===== src/rtl/fft_sched_pkg.sv =====
// Shared types and defaults for the FFT channel scheduler.
package fft_sched_pkg;
   localparam int FRAME_LEN     = 256;
   localparam int DEF_START_POS = 8;
   localparam int TIMEOUT       = 4096;

   typedef enum logic [1:0] {IDLE, STREAM, WAIT_RES} state_t;

   typedef struct packed {
      logic        timeout;
      logic [7:0]  pos;
      logic [31:0] val;
   } res_t;
endpackage


===== src/rtl/fft_channel_scheduler_rr_arbiter.sv =====
// Combinational round-robin arbiter: first requester at or after ptr wins.
module rr_arbiter #(
   parameter int N_CH = 4,
   parameter int CH_W = 2
) (
   input  logic [N_CH-1:0] req,
   input  logic [CH_W-1:0] ptr,
   output logic [N_CH-1:0] gnt,
   output logic [CH_W-1:0] idx,
   output logic            any
);
   always_comb begin
      gnt = '0;
      idx = '0;
      any = 1'b0;
      // Walk from the furthest offset down so the nearest requester is written last.
      for (int i = N_CH - 1; i >= 0; i--) begin
         if (req[(int'(ptr) + i) % N_CH]) begin
            idx = CH_W'((int'(ptr) + i) % N_CH);
            any = 1'b1;
         end
      end
      gnt[idx] = any;
   end
endmodule


===== src/rtl/fft_channel_scheduler.sv =====
// Time-shares one FFT/peak-search pipeline between N_CH channels, one frame
// at a time, returning each peak result tagged with its channel.
module fft_channel_scheduler #(
   parameter int N_CH          = 4,
   parameter int CH_W          = 2,
   parameter int FRAME_LEN     = fft_sched_pkg::FRAME_LEN,
   parameter int ADDR_W        = 8,
   parameter int RD_LAT        = 1,
   parameter int TIMEOUT       = fft_sched_pkg::TIMEOUT,
   parameter int TO_W          = 13,
   parameter int DEF_START_POS = fft_sched_pkg::DEF_START_POS
) (
   input  logic              clk,
   input  logic              rst_n,
   input  logic [N_CH-1:0]   ch_req,
   output logic [N_CH-1:0]   ch_grant,
   output logic [N_CH-1:0]   ch_done,
   output logic              buf_rd_en,
   output logic [ADDR_W-1:0] buf_rd_addr,
   input  logic              fft_ready,
   output logic              fft_in_valid,
   output logic              fft_in_last,
   input  logic              cfg_we,
   input  logic [CH_W-1:0]   cfg_ch,
   input  logic [7:0]        cfg_start_pos,
   output logic [7:0]        start_cmp_position,
   output logic [CH_W-1:0]   frame_ch,
   input  logic              res_valid_in,
   input  logic [7:0]        res_pos_in,
   input  logic [31:0]       res_val_in,
   output logic              res_valid,
   output logic [CH_W-1:0]   res_ch,
   output logic [7:0]        res_pos,
   output logic [31:0]       res_val,
   output logic              res_timeout,
   output logic              busy,
   output logic [7:0]        stray_cnt
);
   import fft_sched_pkg::*;

   state_t                 state, state_nxt;
   logic [N_CH-1:0][7:0]   cfg_reg;
   logic [CH_W-1:0]        rr_ptr;
   logic [N_CH-1:0]        grant_oh;
   logic [ADDR_W-1:0]      addr;
   logic [TO_W-1:0]        to_cnt;
   logic [N_CH-1:0]        arb_gnt;
   logic [CH_W-1:0]        arb_idx;
   logic                   arb_any;
   logic                   start_frame, last_addr, to_hit;
   logic [RD_LAT:1]        vld_pipe, lst_pipe;
   res_t                   res_hold;

   assign last_addr   = (addr == ADDR_W'(FRAME_LEN - 1));
   assign to_hit      = (to_cnt == TO_W'(TIMEOUT - 1));
   assign start_frame = (state == IDLE) && arb_any && fft_ready;
   assign buf_rd_addr = addr;

   rr_arbiter #(.N_CH(N_CH), .CH_W(CH_W)) u_arb (
      .req (ch_req),
      .ptr (rr_ptr),
      .gnt (arb_gnt),
      .idx (arb_idx),
      .any (arb_any)
   );

   always_ff @(posedge clk or negedge rst_n) begin
      if (!rst_n) state <= IDLE;
      else        state <= state_nxt;
   end

   always_comb begin
      state_nxt = state;
      ch_grant  = '0;
      ch_done   = '0;
      buf_rd_en = 1'b0;
      busy      = (state != IDLE);
      case (state)
         IDLE:     if (start_frame) state_nxt = STREAM;
         STREAM: begin
            ch_grant  = grant_oh;
            buf_rd_en = 1'b1;
            ch_done   = last_addr ? grant_oh : '0;
            if (last_addr) state_nxt = WAIT_RES;
         end
         WAIT_RES: if (res_valid_in || to_hit) state_nxt = IDLE;
         default:  state_nxt = IDLE;
      endcase
   end

   // Start position is captured at grant, so config writes only affect later frames.
   always_ff @(posedge clk or negedge rst_n) begin
      if (!rst_n) begin
         cfg_reg            <= {N_CH{8'(DEF_START_POS)}};
         rr_ptr             <= '0;
         grant_oh           <= '0;
         frame_ch           <= '0;
         start_cmp_position <= 8'(DEF_START_POS);
         addr               <= '0;
         to_cnt             <= '0;
      end else begin
         if (cfg_we && (int'(cfg_ch) < N_CH)) cfg_reg[cfg_ch] <= cfg_start_pos;
         if (start_frame) begin
            grant_oh           <= arb_gnt;
            frame_ch           <= arb_idx;
            start_cmp_position <= cfg_reg[arb_idx];
            rr_ptr             <= (arb_idx == CH_W'(N_CH - 1)) ? '0 : arb_idx + 1'b1;
         end
         addr   <= (state == STREAM && !last_addr) ? addr + 1'b1 : '0;
         to_cnt <= (state == WAIT_RES) ? to_cnt + 1'b1 : '0;
      end
   end

   always_ff @(posedge clk or negedge rst_n) begin
      if (!rst_n) begin
         vld_pipe <= '0;
         lst_pipe <= '0;
      end else begin
         vld_pipe[1] <= buf_rd_en;
         lst_pipe[1] <= buf_rd_en && last_addr;
         for (int i = 2; i <= RD_LAT; i++) begin
            vld_pipe[i] <= vld_pipe[i-1];
            lst_pipe[i] <= lst_pipe[i-1];
         end
      end
   end

   assign fft_in_valid = vld_pipe[RD_LAT];
   assign fft_in_last  = lst_pipe[RD_LAT];

   // A real result beats a coincident timeout.
   always_ff @(posedge clk or negedge rst_n) begin
      if (!rst_n) begin
         res_valid <= 1'b0;
         res_ch    <= '0;
         res_hold  <= '0;
         stray_cnt <= '0;
      end else begin
         res_valid <= 1'b0;
         if (state == WAIT_RES) begin
            if (res_valid_in) begin
               res_valid <= 1'b1;
               res_ch    <= frame_ch;
               res_hold  <= '{timeout: 1'b0, pos: res_pos_in, val: res_val_in};
            end else if (to_hit) begin
               res_valid <= 1'b1;
               res_ch    <= frame_ch;
               res_hold  <= '{timeout: 1'b1, pos: 8'd0, val: 32'd0};
            end
         end else if (res_valid_in && stray_cnt != 8'hFF) begin
            stray_cnt <= stray_cnt + 1'b1;
         end
      end
   end

   assign res_pos     = res_hold.pos;
   assign res_val     = res_hold.val;
   assign res_timeout = res_hold.timeout;
endmodule


===== config.mk =====
export PLATFORM = sky130hd
export DESIGN_NAME = fft_channel_scheduler
export DESIGN_NICKNAME = d
export VERILOG_FILES = /design/src/rtl/fft_sched_pkg.sv /design/src/rtl/fft_channel_scheduler_rr_arbiter.sv /design/src/rtl/fft_channel_scheduler.sv
export SDC_FILE = /design/constraint.sdc
export NUM_CORES = 1
export LEC_CHECK = 0
export ABC_CLOCK_PERIOD_IN_PS = 2200
export CORE_ASPECT_RATIO = 0.75
export CORE_UTILIZATION = 48
export CTS_CLUSTER_DIAMETER = 50
export CTS_CLUSTER_SIZE = 20
export DETAILED_ROUTE_END_ITERATION = 10
export PLACE_DENSITY = 0.85
export SYNTH_ARGS = -nofsm -noshare
export SYNTH_HDL_FRONTEND = slang
export SYNTH_SLANG_ARGS = --single-unit
export TNS_END_PERCENT = 30

===== constraint.sdc =====
create_clock -name clk -period 2.2 [get_ports clk]
set_clock_uncertainty 0.1 [all_clocks]
set_input_delay 0.22 -clock clk [delete_from_list [all_inputs] [get_ports clk]]
set_output_delay 0.22 -clock clk [all_outputs]
set_load 0.02 [all_outputs]

==> results of run 1 <==
## per-stage QoR
stage	setup TNS (ns)	worst slack, ns
2_1_floorplan	0	0.2183
3_3_place_gp	0	0.02810
3_5_place_dp	-0.2443	-0.05123
4_1_cts	-0.008863	-0.008863
5_1_grt	0	0.01015
6_report	0	0.09972
## power groups by stage
stage / Sequential, mW / Clock, mW / Combinational, mW
2_1_floorplan: 3.19 / 0 / 0.794
4_1_cts: 3.00 / 3.10 / 1.99
3_3_place_gp: 3.01 / 0 / 1.90
3_5_place_dp: 3.02 / 0 / 2.00
6_report: 3.01 / 3.07 / 1.98
5_1_grt: 3.05 / 3.19 / 2.12
## cells by family after synthesis
logic type	after synthesis	synth area share, %
flops	125	59.63
fa+ha+maj	7	1.666
xor+xnor	23	3.833
compound gates	78	12.02
simple gates	115	11.19
buf+inv	22	1.762
mux	44	9.902
## cell usage in the layout, fill, tap and decap left out, types with 3 or more instances in the layout
master and count:
buf_2 4, nand4_1 11, inv_1 6, xor2_1 15, a21o_1 3, nand3_1 13, and2_1 10, mux2_2 35
dlygate4sd2_1 4, a221o_1 8, dfrtp_1 120, ha_1 7, nand2_1 27, clkinv_4 4, a21oi_1 12, nand2b_1 3
o31ai_1 8, nor2_1 25, xnor2_1 8, or2_2 3, buf_12 3, bufinv_16 5, buf_4 22, clkdlybuf4s50_1 130
clkbuf_16 17, a22o_1 40, and3_1 5, mux2_4 7, dfstp_2 5
## critical path: stages, from the launching register on
cell and delay [ns]:
dfrtp_1 0.37, and3_4 0.19, and3_4 0.20, nand3_2 0.12, nor2_4 0.17, and2_1 0.15
buf_2 0.16
## area by class of cell
class	instances	share of cell area, %
sequential	125	40.96
multi-input combinational	267	27.00
timing repair buffer	165	20.96
clock buffer	17	5.560
clock inverter	14	2.862
tap	136	2.224
inverter	8	0.4252
## routing by layer
layer / global-route usage, % / vias up / routed length [um]
li1: - / 1844 / -
met1: 33.43 / 2116 / 6010
met2: 42.60 / 164 / 6881
met3: 6.466 / 29 / 929
met4: 10.37 / 0 / 269
met5: 0 / - / 0
## worst max-delay path by stage
stage	cells after the start	startpoint	to	slack (ns)
after floorplan	6	rr_ptr[1]	start_cmp_position[0]	0.22
after global placement	6	ch_req[3]	start_cmp_position[5]	0.03
after detailed placement	6	ch_req[3]	start_cmp_position[4]	-0.05
after CTS	3	state[1]	buf_rd_en	-0.009
after global routing	6	buf_rd_addr[2]	ch_done[2]	0.01
final	6	buf_rd_addr[4]	ch_done[2]	0.1
## timing repair
item / 4_1_cts / 5_1_grt
endpoints found under the setup margin: 9 / 44
hold buffers: 1 / 0
gates resized for setup: 20 / 10
gates cloned: 0 / 0
endpoints found under the hold margin: 40 / 0
pin swaps: 0 / 1
==> out/qor.json, run 1 <==
{
  "yosys": {
    "synthTopCellsByCount": "dfrtp_1, a22o_1, mux2_2",
    "synthDistinctLibCells": 42,
    "synth_enable_flop_cells": 0,
    "async_reset_ff_share_pct": 100.0,
    "postSynthNetCount": 480,
    "ys_ff_latch": 125,
    "synthDominantCellAreaShare_pct": 57.13,
    "syn-mean-instance-area_um2": 12.70,
    "count_leader_synth": "dfrtp_1",
    "synthesis.instances": 414,
    "yosys_warnings": 0,
    "synth-seq-area-share_pct": 59.63,
    "synth_area_leader_cell": "dfrtp_1",
    "flip_flop_cell_with_the_highest_count_after_synthesis": "dfrtp_1",
    "synth_area_leaders": "dfrtp_1, mux2_2, a22o_1",
    "netlist_area_um2": 5256
  },
  "route": {
    "detail_route.first_pass.iterations": 5,
    "dr_wl_cell_um": 19.25,
    "route.vias.total": 4153,
    "drtIter0Drc": 241,
    "vias_per_cell": 5.673,
    "post-route-drc-count": 0,
    "postRouteAntennaNets": 0,
    "totalWireLength_um": 14090
  },
  "layout": {
    "postLayoutCoreUtil_pct": 73.22,
    "layout.cells.non_filler": 732,
    "fin_nets": 650,
    "final-seq-area_um2": 3134,
    "n_antenna_cell": 0,
    "final_std_cell_area_no_fill_um2": 7651,
    "multi_input_comb_area_um2": 2066,
    "num-fill-cells": 683,
    "fraction_of_layout_cells_with_a_size_suffix_above_1_pct": 20.97,
    "area_growth_pct": 45.56
  },
  "critical_path": {
    "timing.rr.start": "to_cnt[0]",
    "crit_path_end_kind": "primary output",
    "reg2reg_setup_slack_ns": 0.15,
    "reg2reg_to": "res_val[23]",
    "cp.arrival_ns": 1.78,
    "worst-setup-path-type": "flip-flop to primary output",
    "required_ns": 1.88,
    "timing.critical_path.fanout_max": 5,
    "path_depth_of_the_worst_reg2reg_path": 7,
    "setup.worst_path.start_class": "flip-flop"
  },
  "power": {
    "internal_power_of_the_cells_mw": 5.712,
    "netSwitchingPower_mw": 2.345,
    "netSwitchingFraction_pct": 29.11,
    "power.share.combinational_pct": 24.6,
    "clockPowerShare_pct": 38.1,
    "worst_ir_drop_on_vdd_mv": 0.6315,
    "leakage_nw": 3.451,
    "p_per_area_nw_per_um2": 1053,
    "power.sequential.fraction_pct": 37.3,
    "post-layout-total-power_mw": 8.057
  },
  "floorplan": {
    "die_area_um2": 11380,
    "design.core.area_um2": 10450,
    "initial_core_util_pct": 50.30,
    "die_height_um": 92.63,
    "io_pins": 141,
    "die_width_um": 122.8,
    "placementRows": 32
  },
  "run": {
    "drv.max_cap_violation_count": 0
  },
  "sta": {
    "report.final.slew_viol_count": 0,
    "grt_setup_unrepaired": "false",
    "fin_crit_ns": 2.100,
    "relSlewSlack_pct": 61.80,
    "holdWs_ns": 0.2272,
    "max_slew.worst_pin.slew_ns": 0.5712,
    "hold_viol_final": 0,
    "finalCritPeriodShare_pct": 95.47,
    "maxClockFrequency_mhz": 476.1,
    "finalSetupViolations": 0
  },
  "grt": {
    "grt_pass1_wl_um": 22110,
    "grtUsageTotal_pct": 26.14,
    "largest_net_degree_at_the_start_of_global_routing": 45,
    "antenna_found_initial": 0,
    "grt-ovfl-total": 0,
    "first_global_vias": 4264
  },
  "cts": {
    "num_clock_sinks": 125,
    "cts.repair_timing.setup_buffer_count": 0,
    "clock_insertion_delay_worst_skew_ns": 0.42,
    "clock-root-buffer": "clkbuf_16",
    "cts.clk_slew.worst_paths_ns": 0.06,
    "cts.path.max_buffers": 2,
    "tritoncts": "done",
    "number_of_clock_buffers_inserted_by_tritoncts": 17,
    "number_of_h_tree_levels": 4
  },
  "status": {
    "status": "finished, final reports clean"
  },
  "placement": {
    "portBuffers": 140,
    "dpl.hpwl_um": 9400,
    "post-place-cells": 700,
    "place_congestion": 0.8654,
    "dpl_cell_area_um2": 6990
  },
  "min_path": {
    "min-delay-path-class": "primary input to async pin"
  }
}
Note: power is estimated with default switching activity, not from simulation.
==> run 2, diff against run 1 <==
- PLACE_DENSITY: 0.85 -> 0.79
==> out/qor.json, run 2 (synthesized netlist as in run 1, its figures left out) <==
{
  "status": {
    "status": "finished, final reports clean"
  },
  "critical_path": {
    "timing.critical_path.fanout_max": 41,
    "worstPathCellList": "ha_1, nand2_1, nor2_1, and4b_1, o21ai_4, buf_12, a22o_1",
    "path_depth_of_the_worst_reg2reg_path": 7,
    "cp.arrival_ns": 2.25,
    "max_stage_delay_ns": 0.39,
    "crit_path_top_delay_cell": "dfrtp_1",
    "worst-setup-path-type": "flip-flop to flip-flop",
    "crit_path_end_kind": "flip-flop",
    "setup.worst_path.start_class": "flip-flop",
    "required_ns": 2.39
  },
  "layout": {
    "n_antenna_cell": 0,
    "area_growth_pct": 43.35,
    "postLayoutCoreUtil_pct": 72.10,
    "final_std_cell_area_no_fill_um2": 7535,
    "mostFrequentLayoutCells": "clkdlybuf4s50_1, dfrtp_1, a22o_1, mux2_2, nand2_1",
    "fin_nets": 649,
    "layout_commonest_cell": "clkdlybuf4s50_1",
    "fraction_of_layout_cells_with_a_size_suffix_above_1_pct": 19.97
  },
  "cts": {
    "num_clock_sinks": 125,
    "tritoncts": "done",
    "number_of_h_tree_levels": 4,
    "clock-root-buffer": "clkbuf_16",
    "number_of_clock_buffers_inserted_by_tritoncts": 17,
    "cts.path.max_buffers": 2,
    "cts.clk_slew.worst_paths_ns": 0.06,
    "clock_insertion_delay_worst_skew_ns": 0.41,
    "cts.repair_timing.setup_buffer_count": 0
  },
  "route": {
    "vias_per_cell": 5.436,
    "totalWireLength_um": 12840,
    "route.vias.total": 3979,
    "dr_wl_cell_um": 17.55,
    "detail_route.first_pass.iterations": 4,
    "post-route-drc-count": 0,
    "drtIter0Drc": 225,
    "postRouteAntennaNets": 0
  },
  "grt": {
    "first_global_vias": 4042,
    "met2_usage_pct": 38.48,
    "grtUsageTotal_pct": 24.22,
    "antenna_found_initial": 0,
    "globalRouteMet1Util_pct": 32.38,
    "largest_net_degree_at_the_start_of_global_routing": 54,
    "grtUsageMet3_pct": 6.773,
    "grt-ovfl-total": 0,
    "grt_most_used_layer": "met2",
    "grt_pass1_wl_um": 20550
  },
  "min_path": {
    "min-delay-path-class": "primary input to async pin"
  },
  "placement": {
    "portBuffers": 140,
    "dpl.hpwl_um": 9055,
    "place_congestion": 0.8193,
    "dpl_cell_area_um2": 6983
  },
  "sta": {
    "max_slew.worst_pin.slew_ns": 0.5549,
    "finalSetupViolations": 0,
    "fin_crit_ns": 2.056,
    "hold_viol_final": 0,
    "relSlewSlack_pct": 62.90,
    "report.final.slew_viol_count": 0,
    "maxClockFrequency_mhz": 486.4,
    "grt_setup_unrepaired": "false",
    "finalCritPeriodShare_pct": 93.46
  },
  "run": {
    "drv.max_cap_violation_count": 0
  },
  "floorplan": {
    "die_height_um": 92.63,
    "die_area_um2": 11380,
    "io_pins": 141,
    "placementRows": 32,
    "initial_core_util_pct": 50.30,
    "design.core.area_um2": 10450,
    "die_width_um": 122.8
  },
  "power": {
    "worst_ir_drop_on_vdd_mv": 0.7724,
    "post-layout-total-power_mw": 7.516,
    "leakage_nw": 3.396,
    "p_per_area_nw_per_um2": 997.5
  }
}
[run 2: final cells by class]
class | count | area, um^2
clock inverter | 13 | 116.4
tap | 136 | 170.2
clock buffer | 19 | 442.9
timing repair buffer | 164 | 1597
sequential | 125 | 3134
inverter | 8 | 32.53
fill | 695 | 2915
multi-input combinational | 267 | 2042
[run 2: power breakdown]
group	total, mW	internal, mW	switching [mW]
Combinational	1.92	1.00	0.920
Clock	2.59	1.58	1.01
Sequential	3.00	2.68	0.319
Total	7.52	5.26	2.25
[run 2: per-layer routing]
layer | wire length (um) | part of all wire, % | vias up
li1 | - | - | 1850
met1 | 5677 | 44 | 1956
met2 | 6057 | 47 | 162
met3 | 1010 | 7.9 | 11
met4 | 99 | 0.77 | 0
met5 | 0 | 0 | -
[run 2: path summary, 6_finish.rpt]
path / startpoint / endpoint / slack (ns)
worst max-delay path: to_cnt[0] / res_val[17] / 0.14
worst min-delay path: rst_n / buf_rd_addr[6] / 0.22
worst max register to register: to_cnt[0] / res_val[17] / 0.14
worst min register to register: to_cnt[0] / to_cnt[0] / 0.39
max in group asynchronous: rst_n / res_val[13] / 1.15
min in group clk: res_val_in[24] / res_val[24] / 0.32
[run 2: timing repair]
| item | in CTS | in global routing |
|---|---|---|
| cloned | 0 | 0 |
| hold buffers | 1 | 0 |
| gates resized for setup | 15 | 5 |
| hold endpoints to repair | 34 | 0 |
| setup endpoints to repair | 9 | 5 |
[run 2: per-stage QoR]
stage / TNS [ns] / hold slack [ns] / instances / worst slack (ns)
after floorplan: 0 / -0.1756 / 414 / 0.2183
after global placement: 0 / 0.1095 / 699 / 0.03905
after detailed placement: -0.1321 / 0.1183 / 699 / -0.02936
after CTS: 0 / 0.2179 / 732 / 0.005369
after global routing: 0 / 0.2469 / 732 / 0.03703
final: 0 / 0.2174 / 732 / 0.1439
[run 2: worst max-delay path: cells and delay by family, from the launching register on]
kind	cells	cell delay, ns
flip-flops	1	0.39
buffers and inverters	1	0.20
AO/OA/AOI/OAI	2	0.36
AND/OR/NAND/NOR	3	0.65
adder cells (fa/ha/maj)	1	0.23
==> RTL change 1, RTL diff (config.mk and constraints of run 2) <==
Re-encode `state_t` (3 states) as one-hot, 3 bits wide.
--- a/src/rtl/fft_sched_pkg.sv
+++ b/src/rtl/fft_sched_pkg.sv
@@ -4,7 +4,7 @@
    localparam int DEF_START_POS = 8;
    localparam int TIMEOUT       = 4096;
 
-   typedef enum logic [1:0] {IDLE, STREAM, WAIT_RES} state_t;
+   typedef enum logic [2:0] {IDLE = 3'b001, STREAM = 3'b010, WAIT_RES = 3'b100} state_t;
 
    typedef struct packed {
       logic        timeout;
Behaviour: no difference found for any inputs over 4 cycles, from zero or initial values and one cycle with rst_n low; so few cycles prove little.
==> RTL change 1 against run 2 <==
Final cell count up 0.27%; final area up 1.5%; wire length decreased by 3.4%; first-iteration DRC count increased by 12%; sequential cell count rose by 1; core utilization up 0.77 points; setup slack worse by 0.089 ns; synthesized area up 0.79%.
Power is not compared: it rests on default switching activity, and its combinational part moved more than twofold at a synthesized area within 25%.
==> RTL change 1: results (changes against run 2) <==
status finished, final reports clean; vias in the first global route 3,913 (-3.2%); Post-Synth Adder-Cell Area 0.0165 (-0.000130); Post-CTS Repair Setup Buffers 1 (+1); Final Non-Filler Cells 734 (+0.27%); # resized after CTS 21 (+6); drt wl/cell 16.9 um (-3.7%); Synth Area in Compound Gates 0.113 (-0.00708); top cells by count, synth dfrtp_1 (120), a22o_1 (40), mux2_2 (36); DR iter-0 viols 252 (+12%); Post-Place Cells 698 (-0.14%); Reg2Reg Setup Slack 0.18 ns (+0.04 ns); layout cells sized above 1 0.206 (+0.00602); Reg-to-Reg End start_cmp_position[4]$_DFFE_PN0P_; routability cong. 0.817 (-0.34%); Reg2Reg Depth 5 (-2); worst setup path endpoint ch_done[2]; syn avg cell area 12.8 sq um (+0.79%); reg2reg start state[0]$_DFFE_PN1P_; mux contribution to synthesized area 0.0916 (-0.00738); count of cell types in the netlist 43 (+2.4%); Hold WS 0.271 ns (+0.0541 ns); gr usage total 0.225 (-0.0168); drt first pass iters 4 (unchanged); pre-CTS setup slack -0.0536 ns (-0.0242 ns); Seq/Total Area, Yosys 0.597 (about the same); Area after DPL 6990 sq um (about the same); period utilization 0.975 (+0.0403); Fillers 724 (+4.2%); top cells by area, synth dfrtp_1 (57%), mux2_2 (7.7%), a22o_1 (6.6%); Worst path max stage delay 0.35 ns (-0.04 ns); worst-path fanout max 6 (-85%); worst setup path startpoint buf_rd_addr[0]$_DFF_PN0_; DP HPWL 8690 um (-4.1%); largest net degree at the start of global routing 46 (-15%); Rel. slew slack 0.584 (-0.0446); WP data arrival 1.82 ns (-0.43 ns)
==> RTL change 1: changes by cell type in the layout (fill, tap and decap cells not counted), moves of 4 or more <==
cell,before,now
nand4_1,11,3
a2111oi_0,0,7
clkbuf_2,4,0
mux2i_1,1,8
nor2_1,26,31
nand3_1,14,10
a221o_1,8,1
a21oi_1,12,4
o31ai_1,8,0
a211oi_1,0,8
mux2_4,7,0
and3_1,7,17
==> RTL change 1: per-layer routing <==
metal,share of wire,GRT usage
met1,0.46,0.299
met2,0.46,0.361
met3,0.068,0.0598
met4,0.0089,0.0713
met5,0,0
==> RTL change 1: layout make-up <==
cell class	instances	area, sq um	share of cell area
flip-flops and latches	126	3160	0.413
multi-input cells	264	2030	0.265
repair buffers	168	1650	0.215
clock buffers	18	429	0.0561
clock inverters	14	181	0.0237
well taps	136	170	0.0223
inverters	8	30.0	0.00393
==> RTL change 2, RTL diff (config.mk and constraints of run 2) <==
Without the edit above. `N_CH` is set to 4 in 2 places; all go to 6.
--- a/src/rtl/fft_channel_scheduler_rr_arbiter.sv
+++ b/src/rtl/fft_channel_scheduler_rr_arbiter.sv
@@ -1,6 +1,6 @@
 // Combinational round-robin arbiter: first requester at or after ptr wins.
 module rr_arbiter #(
-   parameter int N_CH = 4,
+   parameter int N_CH = 6,
    parameter int CH_W = 2
 ) (
    input  logic [N_CH-1:0] req,
--- a/src/rtl/fft_channel_scheduler.sv
+++ b/src/rtl/fft_channel_scheduler.sv
@@ -1,7 +1,7 @@
 // Time-shares one FFT/peak-search pipeline between N_CH channels, one frame
 // at a time, returning each peak result tagged with its channel.
 module fft_channel_scheduler #(
-   parameter int N_CH          = 4,
+   parameter int N_CH          = 6,
    parameter int CH_W          = 2,
    parameter int FRAME_LEN     = fft_sched_pkg::FRAME_LEN,
    parameter int ADDR_W        = 8,
Interface: changed (resized ch_done, ch_grant and ch_req); port bits go from 141 to 147. No check against the original RTL was run, so the function may have changed too.
==> RTL change 2 against run 2 <==
The flow now finishes with violations (negative setup slack); combinational power grew 98%; setup slack lost 0.59 ns; core utilization is 4.8 points higher; total power rose by 29%; final cell count increased by 11%; via count is 12% higher; sequential power hardly changed; synthesized area is 6.5% higher; wire length increased by 19%; sequential cell count did not move; final area increased by 14%; critical path type unchanged.
==> RTL change 2: results (changes against run 2) <==
Max Used Layer met4; Num CTS Buffers 17 (unchanged); Lkg Pwr 0.00383 uW (+13%); CTS Buffer Depth 2 (unchanged); delay-heaviest family, CP compound AO/OA/AOI/OAI gates; count of cell types in the netlist 49 (+17%); met3 usage 0.0606 (-0.00713); drt wl/cell 18.8 um (+6.9%); WP data arrival 2.87 ns (+0.62 ns); Antenna Cells 0 (unchanged); grt met2 use 0.398 (+0.0130); NetSw 3100 uW (+38%); clk slew on worst S/H paths 0.06 ns (about the same); initial antenna violation count 0 (unchanged); largest net degree at the start of global routing 62 (+15%); worst-path fanout max 6 (-85%); metal3 WL 553 um (-45%); Final Worst Setup Slack -0.442 ns (-0.586 ns); nets 730 (+12%); ys flop type dfrtp_1; met1 usage 0.343 (+0.0192); Synth warnings 0 (unchanged); Port Buffers 142 (+1.4%); layout cells sized above 1 0.300 (+0.100); gr usage total 0.248 (+0.00613); top cells by area, synth dfrtp_1 (54%), mux2_2 (7.6%), a22o_1 (6.7%); pre-CTS setup slack -0.547 ns (-0.518 ns); Final ANT Viol Nets 0 (unchanged); FFs w/ async S/R, synth 1.00 (unchanged); routability cong. 0.930 (+14%); worst min-delay path class in2async; Setup Viol. Count Final 18 (+18); maximum VDD drop 0.000671 V (-13%); DP HPWL 9690 um (+7.0%); Fillers 669 (-3.7%); failing checks negative setup slack; DR iter-0 viols 200 (-11%); Post-synth EDFFs 0 (unchanged); met2 wire len 7500 um (+24%); first-pass GRT wire length 22,900 um (+12%); Worst path max stage delay 0.38 ns; Seq/Total Area, Yosys 0.560 (-0.0364); Root Buffer clkbuf_16; WL met1 7070 um (+25%); Skew-Pair Late Insertion Delay 0.41 ns (about the same); via count 4,453 (+12%); drt first pass iters 4 (unchanged); status complete, but fails checks; Hold WS 0.196 ns (-0.0214 ns); MaxCap Viol Count 0 (unchanged); H-tree levels 4 (unchanged); top cells by count, synth dfrtp_1 (120), a22o_1 (43), mux2_2 (38); Rel. slew slack 0.653 (+0.0242)
## RTL change 2: changes by cell type after synthesis, moves of 5 or more
cell | before | now
mux2i_1 | 1 | 21
o221ai_2 | 0 | 8
a221o_1 | 8 | 1
clkbuf_1 | 5 | 12
mux2_4 | 7 | 0
o31ai_1 | 8 | 1
nand3_1 | 14 | 8
a21oi_1 | 12 | 7
nand2_1 | 27 | 32
o21ai_0 | 1 | 6
## RTL change 2: stage by stage
stage / utilization / total power, uW / instances / TNS (ns) / cell area [sq um]
4_1_cts: 0.759 / 9620 / 808 / -5.33 / 8460
5_1_grt: 0.769 / 10100 / 814 / -8.34 / 8570
3_5_place_dp: 0.679 / 6130 / 768 / -7.83 / 7570
6_report: 0.769 / 9670 / 814 / -5.97 / 8570
3_3_place_gp: 0.679 / 6060 / 768 / -6.93 / 7570
2_1_floorplan: - / 4750 / 462 / -5.18 / 5670
## RTL change 2: worst paths after layout
path / start / to / cells after the start
max: rr_ptr[0]$_DFFE_PN0P_ / start_cmp_position[4]$_DFFE_PN0P_ / 11
min: rst_n / stray_cnt[1]$_DFFE_PN0P_ / 2
max reg2reg: rr_ptr[0]$_DFFE_PN0P_ / start_cmp_position[4]$_DFFE_PN0P_ / 11
min reg2reg: to_cnt[0]$_DFF_PN0_ / to_cnt[0]$_DFF_PN0_ / 1
max in group asynchronous: rst_n / cfg_reg[11]$_DFFE_PN1P_ / 3
min in group clk: res_val_in[31] / res_val[31]$_DFFE_PN0P_ / 2
## RTL change 2: cells by family (layout without fill, tap and decap cells)
| group | after synthesis | in the layout | synth area share |
|---|---|---|---|
| flops | 125 | 125 | 0.560 |
| compound gates | 83 | 83 | 0.126 |
| other cells | 1 | 4 | 0.000670 |
| mux | 60 | 60 | 0.118 |
| simple gates | 123 | 123 | 0.111 |
| fa+ha+maj | 8 | 8 | 0.0179 |
| xor+xnor | 23 | 23 | 0.0360 |
| buf+inv | 36 | 248 | 0.0306 |
## RTL change 2: cell type report
class	instances	area (sq um)	area share
clock buffer	20	457	0.0533
clock inverter	12	161	0.0188
inverter	11	48.8	0.00569
multi-input combinational	301	2560	0.298
sequential	125	3140	0.366
tap	140	175	0.0204
timing repair buffer	205	2040	0.238
## RTL change 2: timing repair
item | in CTS | in global routing
gates cloned | 3 | 2
pin swaps | 14 | 12
setup buffers | 5 | 6
hold buffers | 1 | 0
gates resized for setup | 67 | 18
endpoints found under the setup margin | 66 | 63
endpoints found under the hold margin | 27 | 0
## RTL change 2: power groups by stage
stage	clock [uW]	sequential (uW)	combinational, uW
after floorplan	0	3170	1580
after global placement	0	2990	3070
after detailed placement	0	3000	3120
after CTS	2910	2990	3710
after global routing	3050	3040	4040
final	2880	2990	3810
